==> config.mk <==
export PLATFORM = sky130hd
export DESIGN_NAME = noc_ingress_router
export DESIGN_NICKNAME = d
export VERILOG_FILES = /design/src/rtl/noc_ingress_router.sv
export SDC_FILE = /design/constraint.sdc
export NUM_CORES = 1
export LEC_CHECK = 0
export ABC_CLOCK_PERIOD_IN_PS = 14520
export BUFFER_PORTS_ARGS = -buffer_cell sky130_fd_sc_hd__buf_4
export CORE_UTILIZATION = 55
export CTS_BUF_LIST = sky130_fd_sc_hd__clkbuf_8
export DETAILED_ROUTE_END_ITERATION = 12
export PLACE_DENSITY = 0.76
export SETUP_SLACK_MARGIN = 0.2
export SYNTH_ARGS = -nofsm -noshare
export SYNTH_HDL_FRONTEND = slang
export SYNTH_SLANG_ARGS = --single-unit
==> constraint.sdc <==
create_clock -name clk -period 14.52 [get_ports clk]
set_input_delay 2.904 -clock clk [delete_from_list [all_inputs] [get_ports clk]]
set_output_delay 2.904 -clock clk [all_outputs]
set_load 0.005 [all_outputs]
==> src/rtl/noc_ingress_router.sv <==
// -----------------------------------------------------------------------------
// noc_ingress_router
//   Ingress stage of a 2D-mesh NoC node. Packets from the SPI gateway are
//   queued in a single in-order FIFO. The head packet is steered to one of
//   five output ports using dimension-ordered XY routing against this node's
//   (NODE_X, NODE_Y) coordinates.
//
// Parameters
//   NODE_X, NODE_Y : this node's 2-bit mesh coordinates
//   DEPTH          : FIFO depth in packets (power of two, 2..16)
//
// Ports
//   clk        : clock, rising edge
//   rst        : asynchronous active-high reset
//   pkt_in     : [31:28] opcode, [23:22] target X, [21:20] target Y,
//                [19:16] row address, [9:0] data
//   pkt_valid  : single-cycle strobe qualifying pkt_in
//   out_data   : head-of-FIFO packet, shared by all output ports
//   out_valid  : one-hot port request {north, south, west, east, local}
//   out_ready  : per-port accept, same bit order as out_valid
//   overflow   : sticky flag, set when a packet is dropped on a full FIFO
//   drop_cnt   : saturating dropped-packet count
//
// Build option
//   INGRESS_DROP_CNT_EN : when defined, drop_cnt counts drops and saturates
//                         at 8'hFF. When undefined, drop_cnt is tied to 8'h00.
// -----------------------------------------------------------------------------
module noc_ingress_router #(
  parameter int unsigned NODE_X = 0,
  parameter int unsigned NODE_Y = 0,
  parameter int unsigned DEPTH  = 4
) (
  input  logic        clk,
  input  logic        rst,
  input  logic [31:0] pkt_in,
  input  logic        pkt_valid,
  output logic [31:0] out_data,
  output logic [4:0]  out_valid,
  input  logic [4:0]  out_ready,
  output logic        overflow,
  output logic [7:0]  drop_cnt
);

  localparam int unsigned DATA_W = 32;
  localparam int unsigned PORT_W = 5;
  localparam int unsigned PTR_W  = (DEPTH > 1) ? $clog2(DEPTH) : 1;
  localparam int unsigned CNT_W  = PTR_W + 1;

  localparam logic [3:0] OP_NOP = 4'h0;

  localparam logic [PORT_W-1:0] PORT_LOCAL = 5'b00001;
  localparam logic [PORT_W-1:0] PORT_EAST  = 5'b00010;
  localparam logic [PORT_W-1:0] PORT_WEST  = 5'b00100;
  localparam logic [PORT_W-1:0] PORT_SOUTH = 5'b01000;
  localparam logic [PORT_W-1:0] PORT_NORTH = 5'b10000;

  // FIFO storage and bookkeeping
  logic [DATA_W-1:0] mem_q [DEPTH];
  logic [PTR_W-1:0]  wr_ptr_q, wr_ptr_d;
  logic [PTR_W-1:0]  rd_ptr_q, rd_ptr_d;
  logic [CNT_W-1:0]  cnt_q, cnt_d;

  // Registered head presentation
  logic [DATA_W-1:0] out_data_q, out_data_d;
  logic [PORT_W-1:0] out_valid_q, out_valid_d;
  logic              overflow_q, overflow_d;

  logic pkt_real;
  logic full;
  logic pop;
  logic push;
  logic drop;
  logic [DATA_W-1:0] head_d;

  // XY routing decision for a given packet: X is resolved before Y
  function automatic logic [PORT_W-1:0] route(input logic [DATA_W-1:0] p);
    logic [1:0] tx;
    logic [1:0] ty;
    logic [PORT_W-1:0] r;
    tx = p[23:22];
    ty = p[21:20];
    if (tx > 2'(NODE_X)) begin
      r = PORT_EAST;
    end else if (tx < 2'(NODE_X)) begin
      r = PORT_WEST;
    end else if (ty > 2'(NODE_Y)) begin
      r = PORT_SOUTH;
    end else if (ty < 2'(NODE_Y)) begin
      r = PORT_NORTH;
    end else begin
      r = PORT_LOCAL;
    end
    return r;
  endfunction

  // Push/pop/drop qualification
  always_comb begin
    pkt_real = pkt_valid && (pkt_in[31:28] != OP_NOP);
    full     = (cnt_q == CNT_W'(DEPTH));
    // out_valid_q is only non-zero while the FIFO holds a packet, and only
    // the requested port's ready bit can complete a pop.
    pop      = |(out_valid_q & out_ready);
    // A full FIFO still accepts when the head leaves on the same edge.
    push     = pkt_real && (!full || pop);
    drop     = pkt_real && full && !pop;
  end

  // Next pointer/occupancy and next head presentation
  always_comb begin
    wr_ptr_d    = wr_ptr_q;
    rd_ptr_d    = rd_ptr_q;
    cnt_d       = cnt_q;
    overflow_d  = overflow_q;
    head_d      = '0;
    out_data_d  = '0;
    out_valid_d = '0;

    if (push) begin
      wr_ptr_d = wr_ptr_q + PTR_W'(1);
    end
    if (pop) begin
      rd_ptr_d = rd_ptr_q + PTR_W'(1);
    end

    unique case ({push, pop})
      2'b10:   cnt_d = cnt_q + CNT_W'(1);
      2'b01:   cnt_d = cnt_q - CNT_W'(1);
      default: cnt_d = cnt_q;
    endcase

    if (drop) begin
      overflow_d = 1'b1;
    end

    // When the packet being written becomes the sole entry, it is the next
    // head and has not reached storage yet, so bypass it from pkt_in.
    if (push && (cnt_d == CNT_W'(1))) begin
      head_d = pkt_in;
    end else begin
      head_d = mem_q[rd_ptr_d];
    end

    if (cnt_d != '0) begin
      out_data_d  = head_d;
      out_valid_d = route(head_d);
    end
  end

  // FIFO storage
  always_ff @(posedge clk or posedge rst) begin
    if (rst) begin
      for (int i = 0; i < int'(DEPTH); i++) begin
        mem_q[i] <= '0;
      end
    end else if (push) begin
      mem_q[wr_ptr_q] <= pkt_in;
    end
  end

  // Pointers, occupancy, head registers and sticky overflow
  always_ff @(posedge clk or posedge rst) begin
    if (rst) begin
      wr_ptr_q    <= '0;
      rd_ptr_q    <= '0;
      cnt_q       <= '0;
      out_data_q  <= '0;
      out_valid_q <= '0;
      overflow_q  <= 1'b0;
    end else begin
      wr_ptr_q    <= wr_ptr_d;
      rd_ptr_q    <= rd_ptr_d;
      cnt_q       <= cnt_d;
      out_data_q  <= out_data_d;
      out_valid_q <= out_valid_d;
      overflow_q  <= overflow_d;
    end
  end

  assign out_data  = out_data_q;
  assign out_valid = out_valid_q;
  assign overflow  = overflow_q;

`ifdef INGRESS_DROP_CNT_EN
  logic [7:0] drop_cnt_q, drop_cnt_d;

  // Saturating drop counter
  always_comb begin
    drop_cnt_d = drop_cnt_q;
    if (drop && (drop_cnt_q != 8'hFF)) begin
      drop_cnt_d = drop_cnt_q + 8'd1;
    end
  end

  always_ff @(posedge clk or posedge rst) begin
    if (rst) begin
      drop_cnt_q <= '0;
    end else begin
      drop_cnt_q <= drop_cnt_d;
    end
  end

  assign drop_cnt = drop_cnt_q;
`else
  assign drop_cnt = 8'h00;
`endif

endmodule
==> metrics.md, run 1 <==
| Metric | Value |
|---|---|
| Worst reg2reg endpoint | out_data[4]$_DFF_PP0_ |
| Core Region | about 13000 um^2 |
| Vias post-DR | around 4600 |
| Status | finished clean |
| Pwr dens | roughly 260 nW/um^2 |
| Iter 0 DRT Violations | roughly 330 |
| Clk Latency, worst-skew pair | roughly 0.46 ns |
| Worst slew pin tran | between 1 and 1.5 ns |
| ANT nets after route | 0 |
| Commonest non-fill, non-tap cell in the layout | dfrtp_1 |
| Num rows | 42 |
| Final WL | about 16 mm |
| Worst EP required | between 10 and 15 ns |
| Cells after synthesis | around 530 |
| CTS tree | done |
| Max Cap Viol | 0 |
| R2R depth | 12 |
| Combinational share of power | 0.481 |
| Final setup fails | 0 |
| Sequential area share after synthesis | 0.555 |
| Diodes inserted | 0 |
| Fin nets | ~630 |
| Crit-path cells | buf_4 > a222oi_1 > buf_4 > a31oi_1 > inv_1 > ha_1 > inv_1 > fa_1 > nor2b_1 > a21bo_2 > and2_1 > nand2_1 > o221a_2 |
| Max Root-Sink Buffers | 2 |
| Synth area leaders | dfrtp_1, mux2_2, mux4_2 |
| DRT Pass-1 Iters | 4 |
| DP HPWL | 9.50 mm |
| Post-CTS sizing | 0 |
| Achievable Freq | roughly 0.15 GHz |
| Layout area overhead | 13.2% |
| CP arrival | 7.08 ns |
| # IOs | 86 |
| Setup TNS | 0 ns |
| Static Leak | between 0.003 and 0.004 uW |
| Post-Syn Area per Cell | 14.7 um^2 |
| CTS Hold Bufs | 0 |
| Worst Setup Start Kind | input pin |
| Wire length per cell | a little over 20 um |
| Via-to-Cell Ratio | ~6.0 |
| CP Buf/Inv Count | 4 |
| Final setup margin | between 7 and 8 ns |
| Commonest non-fill, non-tap cells in the layout | dfrtp_1, mux2_2, buf_4, mux4_2, clkbuf_8 |
| Hold Path Depth | 1 |
| Root Buffer | clkbuf_8 |
| Slowest-stage cell, CP | nand2_1 |
| Hold Fails Final Rpt | 0 |
| Die X-Extent | about 120 um |
| Post-synth EDFFs | 0 |
| Total Routing Usage GR | 0.232 |
| Min-delay src | overflow$_DFFE_PP0P_ |
| Worst Skew | between 0.01 and 0.015 ns |
| Critical Path End Type | flip-flop |
| # DRC | 0 |
| Synth top area share | 0.555 |
| FF-to-FF setup slack | 9.91 ns |
| Switching pwr | roughly 780 uW |
| Clock Power Share | 0.142 |
| Largest net degree at the start of global routing | around 110 |
| Final period utilization | 0.464 |
| Count of cell types in the netlist | 54 |
| Relative slew slack | 0.180 |
| Die height | roughly 120 um |
| CP delay by family, top | compound AO/OA/AOI/OAI gates |
| FF-to-FF Start | out_valid[0]$_DFF_PP0_ |
| Switching Share | 0.339 |
| First-pass GRT wire length | around 25 mm |
| Total CTS buffers | 17 |
| Fin area | just under 9000 um^2 |
| Grt ovf | 0 |
| Max VDD drop | ~0.11 mV |
| Final Max Slew Viols | 0 |
| Reg clk slew, reported paths | around 0.080 ns |
| Vias in the first global route | approximately 4800 |
| Fraction of registers with async set/reset | 1.00 |
| Minimum clock period | 6.74 ns |
| CTS H-Tree Depth | 4 |
| Int Power | 1510 uW |
| Post-synth top flop | dfrtp_1 |
| CP max stage delay | between 0.7 and 0.8 ns |
| RSZ-0062 raised after global routing | no |
| Yosys warns | 0 |
| Hold/Removal Path Class | reg2reg |
| Area after DPL | around 8300 um^2 |
| Yosys top cell by area | dfrtp_1 |
| Post-CTS Setup Inserts | 0 |
| Pre-CTS setup slack | about 7.3 ns |
| CP max FO | 26 |
| Mapped Area | ~7700 um^2 |
| RePlAce Congestion | between 0.7 and 0.8 |
| Reg power frac | 0.377 |
| Die ar. | 14500 um^2 |
| Initial core utilization | 0.574 |
| Antenna violations before repair | 0 |
| Layout cells sized above 1 | 0.460 |
| WHS Endpoint | overflow$_DFFE_PP0P_ |
| Sink Count | roughly 170 |
| Seq cells post-synth | about 170 |
| Setup CP Type | in2reg |
| IO Port Bufs | 73 |
-- sequential cells by signal, indices dropped and copies added (netlist names) --
| register | cells |
|---|---|
| cnt_q | 3 |
| mem_q | 128 |
| out_data | 32 |
| out_valid | 3 |
| overflow | 1 |
| rd_ptr_q | 2 |
| wr_ptr_q | 2 |
-- cell usage after synthesis (all sizes together), types with 2 or more instances --
cell,count
a21oi,10
a221oi,2
a31o,3
a31oi,3
and2,6
and3,4
buf,29
clkbuf,16
dfrtp,171
ha,5
inv,15
mux2,130
mux2i,10
mux4,25
nand2,7
nand2b,3
nand3,4
nand3b,3
nor2,8
nor2b,5
nor3,3
nor4,2
o211ai,2
o21ai,7
o221a,26
o22ai,2
xnor2,5
xor2,2
-- worst register-to-register path, stage by stage (launching register included) --
cell	delay, ns
dfrtp_1	0.39
a222oi_1	0.35
buf_4	0.37
a31oi_1	0.38
inv_1	0.19
ha_1	0.19
inv_1	0.06
fa_1	0.50
nor2b_1	0.32
a21bo_2	0.20
and2_1	0.21
nand2_1	0.73
o221a_2	0.62
-- cells by family (layout without fill, tap and decap cells) --
group / Yosys count / count (layout) / share of synthesized area
AOI/OAI and AO/OA: 67 / 67 / 0.0741
xor gates and xnor gates: 7 / 7 / 0.0114
adders and majority gates: 6 / 6 / 0.0107
buffers and inverters: 61 / 126 / 0.0392
DFF: 171 / 171 / 0.555
muxes: 165 / 165 / 0.276
other: 1 / 10 / 0.000486
and+or+nand+nor: 48 / 48 / 0.0339
-- area by class of cell --
type	instances	area, um^2
Clock buffer	22	303
Clock inverter	10	90.1
Fill cell	977	4720
Inverter	16	65.1
Multi-Input combinational cell	303	3190
Sequential cell	171	4280
Tap cell	176	220
Timing Repair Buffer	78	586
-- power by group through the flow --
stage	clock network (uW)	logic [uW]	registers (uW)
2_1_floorplan	0	853	828
3_3_place_gp	0	1060	853
4_1_cts	330	1110	863
5_1_grt	354	1190	892
3_5_place_dp	0	1100	873
6_report	324	1100	864
-- metal layers --
metal,up-vias,GRT usage,wire [um]
met4,0,0.0787,184
met1,2434,0.313,6880
met3,18,0.0500,709
met2,124,0.375,7840
li1,2048,-,-
met5,-,0,0
-- how the worst max path moves through the flow --
stage	startpoint	endpoint	slack [ns]	cells past startpoint
2_1_floorplan	rst	cnt_q[0]$_DFF_PP0_	6.98	1
3_3_place_gp	out_ready[0]	out_data[3]$_DFF_PP0_	7.53	13
3_5_place_dp	out_ready[0]	out_data[4]$_DFF_PP0_	7.32	13
4_1_cts	out_ready[0]	out_data[4]$_DFF_PP0_	7.79	13
5_1_grt	out_ready[0]	out_data[4]$_DFF_PP0_	7.54	13
6_report	out_ready[0]	out_data[4]$_DFF_PP0_	7.78	13
-- metrics by stage --
stage | util | instances | total power, uW | hold WS [ns]
floorplan | - | 535 | 1680 | 0.452
finish | 0.649 | 776 | 2290 | 0.480
global placement | 0.620 | 744 | 1910 | 0.464
detailed placement | 0.620 | 744 | 1980 | 0.464
CTS | 0.649 | 776 | 2300 | 0.485
global route | 0.649 | 776 | 2430 | 0.508
(Power assumes the default switching activity.)
==> run 2: changes to the inputs <==
--- a/config.mk
+++ b/config.mk
@@ -5,12 +5,12 @@
 export SDC_FILE = /design/constraint.sdc
 export NUM_CORES = 1
 export LEC_CHECK = 0
-export ABC_CLOCK_PERIOD_IN_PS = 14520
+export ABC_CLOCK_PERIOD_IN_PS = 5700
 export BUFFER_PORTS_ARGS = -buffer_cell sky130_fd_sc_hd__buf_4
 export CORE_UTILIZATION = 55
 export CTS_BUF_LIST = sky130_fd_sc_hd__clkbuf_8
 export DETAILED_ROUTE_END_ITERATION = 12
-export PLACE_DENSITY = 0.76
+export PLACE_DENSITY = 0.79
 export SETUP_SLACK_MARGIN = 0.2
 export SYNTH_ARGS = -nofsm -noshare
 export SYNTH_HDL_FRONTEND = slang
==> constraint.sdc (replaced) <==
create_clock -name clk -period 5.7 [get_ports clk]
set_input_delay 1.14 -clock clk [delete_from_list [all_inputs] [get_ports clk]]
set_output_delay 1.14 -clock clk [all_outputs]
set_load 0.005 [all_outputs]
==> run 2 against run 1 <==
Sequential cell count unchanged. Sequential power grew to 2.5 times the previous value. Die area is the same. Hold slack improved by 0.012 ns. Final cell count increased by 0.52%. Register-to-register slack got worse by 8.3 ns. Clock skew down 0.0026 ns. Sequential share of layout area shrank 0.11 points. Core utilization up 0.14 points. Critical endpoint is now out_data[8]$_DFF_PP0_.
==> metrics.md, run 2 (synthesis results as in run 1) <==
| Metric | Value |
|---|---|
| Status | finished clean |
| Fin area | 8750 um^2 (+0.21%) |
| Pwr dens | 668 nW/um^2 (+150%) |
| Worst Skew | 0.0100 ns (-0.00262 ns) |
| Achievable Freq | 0.222 GHz |
| Max Cap Viol | 0 (unchanged) |
| Die ar. | 14500 um^2 (unchanged) |
| Max Root-Sink Buffers | 2 (unchanged) |
| IO Port Bufs | 73 (unchanged) |
| ANT nets after route | 0 (unchanged) |
| Max VDD drop | 0.241 mV (+130%) |
| R2R depth | 12 (unchanged) |
| Area after DPL | 8380 um^2 (+0.50%) |
| CTS H-Tree Depth | 4 (unchanged) |
| Num rows | 42 (unchanged) |
| Hold Fails Final Rpt | 0 (unchanged) |
| Initial core utilization | 0.574 (unchanged) |
| # DRC | 0 (unchanged) |
| Final Max Slew Viols | 0 (unchanged) |
| Minimum clock period | 4.51 ns |
| Antenna violations before repair | 0 (unchanged) |
| CTS Hold Bufs | 0 (unchanged) |
| Reg clk slew, reported paths | 0.08 ns (about the same) |
| Crit-path cells | buf_4 > a222oi_1 > a31oi_1 > inv_1 > ha_1 > inv_1 > fa_1 > nor2b_1 > a21bo_2 > and2_1 > nand2_1 > buf_4 > o221a_1 |
| Die height | 120 um (unchanged) |
| Hold Path Depth | 1 (unchanged) |
| Largest net degree at the start of global routing | 172 (+64%) |
| Core Region | 13500 um^2 (unchanged) |
| Fin nets | 637 (+0.63%) |
| CP max FO | 15 (-42%) |
| FF-to-FF Start | out_valid[0]$_DFF_PP0_ |
| Layout area overhead | 13.4% |
| Worst Setup Start Kind | input pin |
| Static Leak | 0.00380 uW (+0.72%) |
| CP arrival | 4.85 ns (-2.23 ns) |
| Total Routing Usage GR | 0.239 (+0.00747) |
| WHS Endpoint | overflow$_DFFE_PP0P_ |
| Switching Share | 0.340 (+0.00128) |
| FF-to-FF setup slack | 1.58 ns (-8.33 ns) |
| RSZ-0062 raised after global routing | no |
| Setup TNS | 0 ns (unchanged) |
| Post-CTS sizing | 0 (unchanged) |
| Vias post-DR | 4675 (+1.1%) |
| First-pass GRT wire length | 26.3 mm (+4.2%) |
| # IOs | 86 (unchanged) |
| Slowest-stage cell, CP | fa_1 |
| Sink Count | 171 (unchanged) |
| Commonest non-fill, non-tap cells in the layout | dfrtp_1, mux2_2, buf_4, mux4_2, clkbuf_8 |
| Final WL | 15.9 mm (+1.7%) |
| Post-CTS Setup Inserts | 0 (unchanged) |
| Setup CP Type | in2reg |
| Via-to-Cell Ratio | 5.99 (+0.58%) |
| Wire length per cell | 20.4 um (+1.1%) |
| Largest register FFs | 128 (unchanged) |
| Min-delay src | overflow$_DFFE_PP0P_ |
| Worst slew pin tran | 1.02 ns (-0.210 ns) |
| Root Buffer | clkbuf_8 |
| Clk Latency, worst-skew pair | 0.46 ns (about the same) |
| Final setup fails | 0 (unchanged) |
| Clock Power Share | 0.135 (-0.007) |
| Total CTS buffers | 17 (unchanged) |
| Reg power frac | 0.377 (about the same) |
| Grt ovf | 0 (unchanged) |
| Die X-Extent | 120 um (unchanged) |
| Hold/Removal Path Class | reg2reg |
| Iter 0 DRT Violations | 328 (+0.31%) |
| Relative slew slack | 0.322 (+0.142) |
| Combinational share of power | 0.488 (+0.007) |
| Critical Path End Type | flip-flop |
| Commonest non-fill, non-tap cell in the layout | dfrtp_1 |
| Switching pwr | 1990 uW (+160%) |
| Worst EP required | 6.04 ns (-8.82 ns) |
| DRT Pass-1 Iters | 4 (unchanged) |
| Diodes inserted | 0 (unchanged) |
| DP HPWL | 9.59 mm (+0.89%) |
| CP max stage delay | 0.52 ns (-0.21 ns) |
| Largest reg by FF count | mem_q |
| RePlAce Congestion | 0.812 (+1.7%) |
| Final period utilization | 0.791 |
| CTS tree | done |
| Int Power | 3860 uW (+150%) |
| Worst reg2reg endpoint | out_data[8]$_DFF_PP0_ |
| Vias in the first global route | 5041 (+5.0%) |
| Layout cells sized above 1 | 0.454 (-0.00636) |
==> run 2: through the flow <==
step / std cells / total power, uW / setup slack (ns) / hold WS (ns) / utilization
detailed placement: 748 / 5060 / 0.756 / 0.472 / 0.623
floorplan: 535 / 4280 / 1.64 / 0.452 / -
global placement: 748 / 4910 / 0.877 / 0.464 / 0.623
global route: 780 / 6220 / 0.859 / 0.500 / 0.650
finish: 780 / 5840 / 1.19 / 0.492 / 0.650
CTS: 780 / 5880 / 1.23 / 0.493 / 0.650
==> run 2: critical path, delay by kind of cell <==
family	cells	cell delay, ns
adders and majority gates	2	0.72
AOI/OAI and AO/OA	4	1.27
and+or+nand+nor	3	0.99
buffers and inverters	4	0.74
==> run 2: how the worst max path moves through the flow <==
stage            startpoint                     end  depth (start not counted)
2_1_floorplan  out_ready[0]  out_data[15]$_DFF_PP0_                         13
3_3_place_gp   out_ready[0]  out_data[13]$_DFF_PP0_                         13
3_5_place_dp   out_ready[0]   out_data[8]$_DFF_PP0_                         13
4_1_cts        out_ready[0]   out_data[8]$_DFF_PP0_                         13
5_1_grt        out_ready[0]  out_data[12]$_DFF_PP0_                         13
6_report       out_ready[0]   out_data[8]$_DFF_PP0_                         13
==> run 2: cell type report <==
class | count | area (um^2)
flip-flops and latches | 171 | 4280
fillers | 984 | 4700
inverters | 16 | 63.8
clock inverters | 11 | 81.3
repair buffers | 82 | 628
clock buffers | 21 | 289
well taps | 176 | 220
multi-input cells | 303 | 3190
==> run 2: power by group through the flow <==
stage,Clock (uW),Combinational (uW),Sequential [uW]
2_1_floorplan,0,2170,2110
3_5_place_dp,0,2840,2220
6_report,790,2850,2200
5_1_grt,856,3080,2290
3_3_place_gp,0,2740,2170
4_1_cts,806,2870,2200
==> run 2: per-layer routing <==
metal	track usage	routed length, um	vias to the layer above
met5	0	0	-
met2	0.396	8100	128
met3	0.0387	812	23
li1	-	-	2050
met4	0.0980	261	0
met1	0.316	6700	2474
==> run 3: changes to the inputs <==
--- a/config.mk
+++ b/config.mk
@@ -5,12 +5,13 @@
 export SDC_FILE = /design/constraint.sdc
 export NUM_CORES = 1
 export LEC_CHECK = 0
-export ABC_CLOCK_PERIOD_IN_PS = 5700
+export ABC_AREA = 1
+export ABC_CLOCK_PERIOD_IN_PS = 3700
 export BUFFER_PORTS_ARGS = -buffer_cell sky130_fd_sc_hd__buf_4
 export CORE_UTILIZATION = 55
 export CTS_BUF_LIST = sky130_fd_sc_hd__clkbuf_8
 export DETAILED_ROUTE_END_ITERATION = 12
-export PLACE_DENSITY = 0.79
+export PLACE_DENSITY = 0.78
 export SETUP_SLACK_MARGIN = 0.2
 export SYNTH_ARGS = -nofsm -noshare
 export SYNTH_HDL_FRONTEND = slang
==> constraint.sdc (replaced) <==
create_clock -name clk -period 3.7 [get_ports clk]
set_input_delay 0.74 -clock clk [delete_from_list [all_inputs] [get_ports clk]]
set_output_delay 0.74 -clock clk [all_outputs]
set_load 0.005 [all_outputs]
==> run 3 against run 2 <==
Global-route usage rose by 1.0 points. Setup slack got worse by 0.45 ns. Combinational power rose by 52%. Sequential share of layout area fell by 1.1 points. Via count rose by 31%. Hold slack got worse by 0.012 ns. Sequential cell count did not move. Synthesized cell count rose by 75%. Power rose by 52%. Clock power rose by 75%. Critical path depth rose by 5. Non-clock buffer count rose by 6. Critical endpoint is now out_valid[0]$_DFF_PP0_. Largest power group unchanged.
==> metrics.md, run 3 <==
| Metric | Value |
|---|---|
| Largest net degree at the start of global routing | 172 (unchanged) |
| Antenna violations before repair | 0 (unchanged) |
| Post-synth EDFFs | 0 (unchanged) |
| RSZ-0062 raised after global routing | no |
| Count of cell types in the netlist | 34 (-37%) |
| DP HPWL | 10.3 mm (+7.7%) |
| Reg power frac | 0.356 (-0.021) |
| Met1 usage | 0.337 (+0.0203) |
| Critical Path End Type | flip-flop |
| Cells after synthesis | 920 (+75%) |
| Pre-CTS setup slack | 0.321 ns (-0.435 ns) |
| Final setup margin | 0.748 ns (-0.445 ns) |
| Fin nets | 1021 (+60%) |
| Total CTS buffers | 17 (unchanged) |
| CTS Hold Bufs | 0 (unchanged) |
| Post-CTS Setup Inserts | 0 (unchanged) |
| Post-synth top flop | dfrtp_1 |
| # DRC | 0 (unchanged) |
| Seq cells post-synth | 171 (unchanged) |
| Die X-Extent | 122 um (+1.3%) |
| Hold_ws | 0.480 ns (-0.0124 ns) |
| Via-to-Cell Ratio | 5.23 (-13%) |
| Diodes inserted | 0 (unchanged) |
| Final setup fails | 0 (unchanged) |
| Pwr dens | 993 nW/um^2 (+49%) |
| Setup TNS | 0 ns (unchanged) |
| FF-to-FF setup slack | 0.75 ns (-0.83 ns) |
| Reg clk slew, reported paths | 0.08 ns (about the same) |
| Final Total Pwr | 8880 uW (+52%) |
| CP arrival | 3.31 ns (-1.54 ns) |
| Max Cap Viol | 0 (unchanged) |
| Synth cell count leaders | nand2_1, dfrtp_1, o21ai_0, inv_1, nor2_1 |
| CTS tree | done |
| Num rows | 43 (+2.4%) |
| Slowest-stage cell, CP | dfrtp_1 |
| First-pass GRT wire length | 28.3 mm (+7.7%) |
| Fraction of registers with async set/reset | 1.00 (unchanged) |
| Worst Setup Start Kind | flip-flop |
| Achievable Freq | between 0.3 and 0.4 GHz |
| IO Port Bufs | 73 (unchanged) |
| CTS H-Tree Depth | 4 (unchanged) |
| DRT Pass-1 Iters | 7 (+3) |
| Synth top area share | 0.540 (-0.0141) |
| Yosys warns | 0 (unchanged) |
| Core Region | 14000 um^2 (+4.0%) |
| Largest register FFs | 128 (unchanged) |
| Layout area overhead | 13.0% |
| FF-to-FF Start | out_valid[0]$_DFF_PP0_ |
| Post-Syn Area per Cell | 8.61 um^2 (-41%) |
| Worst EP required | 4.06 ns (-1.98 ns) |
| RePlAce Congestion | 0.762 (-6.2%) |
| Final period utilization | 0.798 |
| Die height | 122 um (+1.3%) |
| Die ar. | 14900 um^2 (+2.6%) |
| Sink Count | 171 (unchanged) |
| Yosys top cell by area | dfrtp_1 |
| Grt ovf | 0 (unchanged) |
| Max VDD drop | 0.464 mV (+92%) |
| Static Leak | 0.00455 uW (+20%) |
| Hold Fails Final Rpt | 0 (unchanged) |
| Worst slew pin tran | 0.938 ns (-0.0790 ns) |
| Status | finished clean |
| Int Power | 5160 uW (+34%) |
| CP max stage delay | 0.40 ns (-0.12 ns) |
| Max Root-Sink Buffers | 2 (unchanged) |
| Minimum clock period | ~3.0 ns |
| Commonest non-fill, non-tap cell in the layout | nand2_1 |
| Clk Latency, worst-skew pair | 0.47 ns (about the same) |
| Crit-path cells | nand2_2 > inv_1 > nor2_2 > nand2_1 > nand2_4 > ha_1 > inv_1 > fa_1 > nand2_1 > nand3_1 > nand2_1 > nand2_1 > nor2_4 > nand2_4 > nand3_1 > nand2_1 > nand3_1 > nor2_1 |
| Switching Share | 0.419 (+0.0793) |
| Setup CP Type | reg2reg |
| Vias in the first global route | 5847 (+16%) |
| Total Routing Usage GR | 0.249 (+0.0100) |
| Final WL | 16.9 mm (+6.2%) |
| GR Layer Usage met2 | 0.401 (+0.00530) |
| ANT nets after route | 0 (unchanged) |
| CP dominant cell by count | nand2_1 |
| Wire length per cell | 14.4 um (-29%) |
| Root Buffer | clkbuf_8 |
| Clock Power Share | 0.155 (+0.020) |
| Worst reg2reg endpoint | out_valid[0]$_DFF_PP0_ |
| GRT busiest layer | met2 |
| # IOs | 86 (unchanged) |
| Switching pwr | 3730 uW (+87%) |
| Worst Skew | 0.0137 ns (+0.00366 ns) |
| Post-CTS sizing | 0 (unchanged) |
| Combinational share of power | 0.488 (about the same) |
| Hold/Removal Path Class | in2async |
| Most instantiated library cell after synthesis | nand2_1 |
| Synth area leaders | dfrtp_1, o21ai_0, nand2_1 |
| Commonest non-fill, non-tap cells in the layout | nand2_1, dfrtp_1, o21ai_0, buf_4, inv_1 |
| M3 GR Usage | 0.0478 (+0.00907) |
| Sequential area share after synthesis | 0.540 (-0.0141) |
| CP max FO | 18 (+3) |
| R2R depth | 18 (+6) |
| Layout cells sized above 1 | 0.171 (-0.283) |
| Mapped Area | 7920 um^2 (+2.6%) |
| Iter 0 DRT Violations | 567 (+73%) |
| Vias post-DR | 6110 (+31%) |
| Initial core utilization | 0.566 (-0.00756) |
| Final Max Slew Viols | 0 (unchanged) |
| Largest reg by FF count | mem_q |
| Relative slew slack | 0.374 (+0.0527) |
-- run 3: changes by cell type after synthesis, moves of 25 or more --
| cell | previous run | this run |
|---|---|---|
| nand2_1 | 7 | 207 |
| inv_1 | 15 | 83 |
| o21ai_0 | 7 | 170 |
| mux2_2 | 121 | 0 |
| mux4_2 | 25 | 0 |
| a31oi_1 | 3 | 28 |
| nor2_1 | 8 | 62 |
-- run 3: worst max-delay path by stage --
stage | startpoint | endpoint | slack, ns | depth (start not counted)
after global placement | out_ready[0] | out_data[16]$_DFF_PP0_ | 0.39 | 16
after CTS | out_valid[0]$_DFF_PP0_ | out_data[16]$_DFF_PP0_ | 0.78 | 18
after detailed placement | out_ready[0] | out_valid[3]$_DFF_PP0_ | 0.32 | 19
final | out_valid[0]$_DFF_PP0_ | out_valid[0]$_DFF_PP0_ | 0.75 | 18
after global routing | out_valid[0]$_DFF_PP0_ | out_data[16]$_DFF_PP0_ | 0.56 | 18
after floorplan | rst | cnt_q[0]$_DFF_PP0_ | 0.78 | 1
-- run 3: routing by layer --
metal | vias up | share of wire
met5 | - | 0
met4 | 0 | 0.014
li1 | 3017 | -
met3 | 20 | 0.050
met1 | 2935 | 0.46
met2 | 138 | 0.47
-- run 3: cells by family (layout without fill, tap and decap cells) --
family          Yosys count  in the layout  share of synthesized area
buf+inv                 149            208                     0.0864
simple gates            372            372                      0.216
flops                   171            171                      0.540
xor+xnor                  2              2                    0.00221
other cells               1             10                   0.000474
fa+ha+maj                 6              6                     0.0104
compound gates          219            219                      0.144
-- run 3: power groups by stage --
| stage | Combinational, uW | Sequential, uW | Clock [uW] |
|---|---|---|---|
| after floorplan | 3220 | 3130 | 0 |
| after global placement | 4210 | 3150 | 0 |
| after detailed placement | 4320 | 3190 | 0 |
| after CTS | 4350 | 3160 | 1400 |
| after global routing | 4960 | 3260 | 1470 |
| final | 4340 | 3160 | 1380 |
-- run 3: layout make-up --
cell class	instances	area, um^2
clock buffer	20	275
clock inverter	12	145
fill	1233	5040
inverter	88	334
multi-input combinational	609	2990
sequential	171	4280
tap	180	225
timing repair buffer	88	698
-- run 3: through the flow --
| stage | area [um^2] | utilization | instances |
|---|---|---|---|
| 2_1_floorplan | 7960 | - | 929 |
| 3_3_place_gp | 8520 | 0.609 | 1136 |
| 3_5_place_dp | 8520 | 0.609 | 1136 |
| 4_1_cts | 8940 | 0.639 | 1168 |
| 5_1_grt | 8940 | 0.639 | 1168 |
| 6_report | 8940 | 0.639 | 1168 |
-- run 3: critical path, delay by kind of cell, from the launching register on --
kind / cells / cell delay [ns]
adder cells (fa/ha/maj): 2 / 0.56
buffers and inverters: 2 / 0.13
flip-flops: 1 / 0.40
AND/OR/NAND/NOR: 14 / 1.74
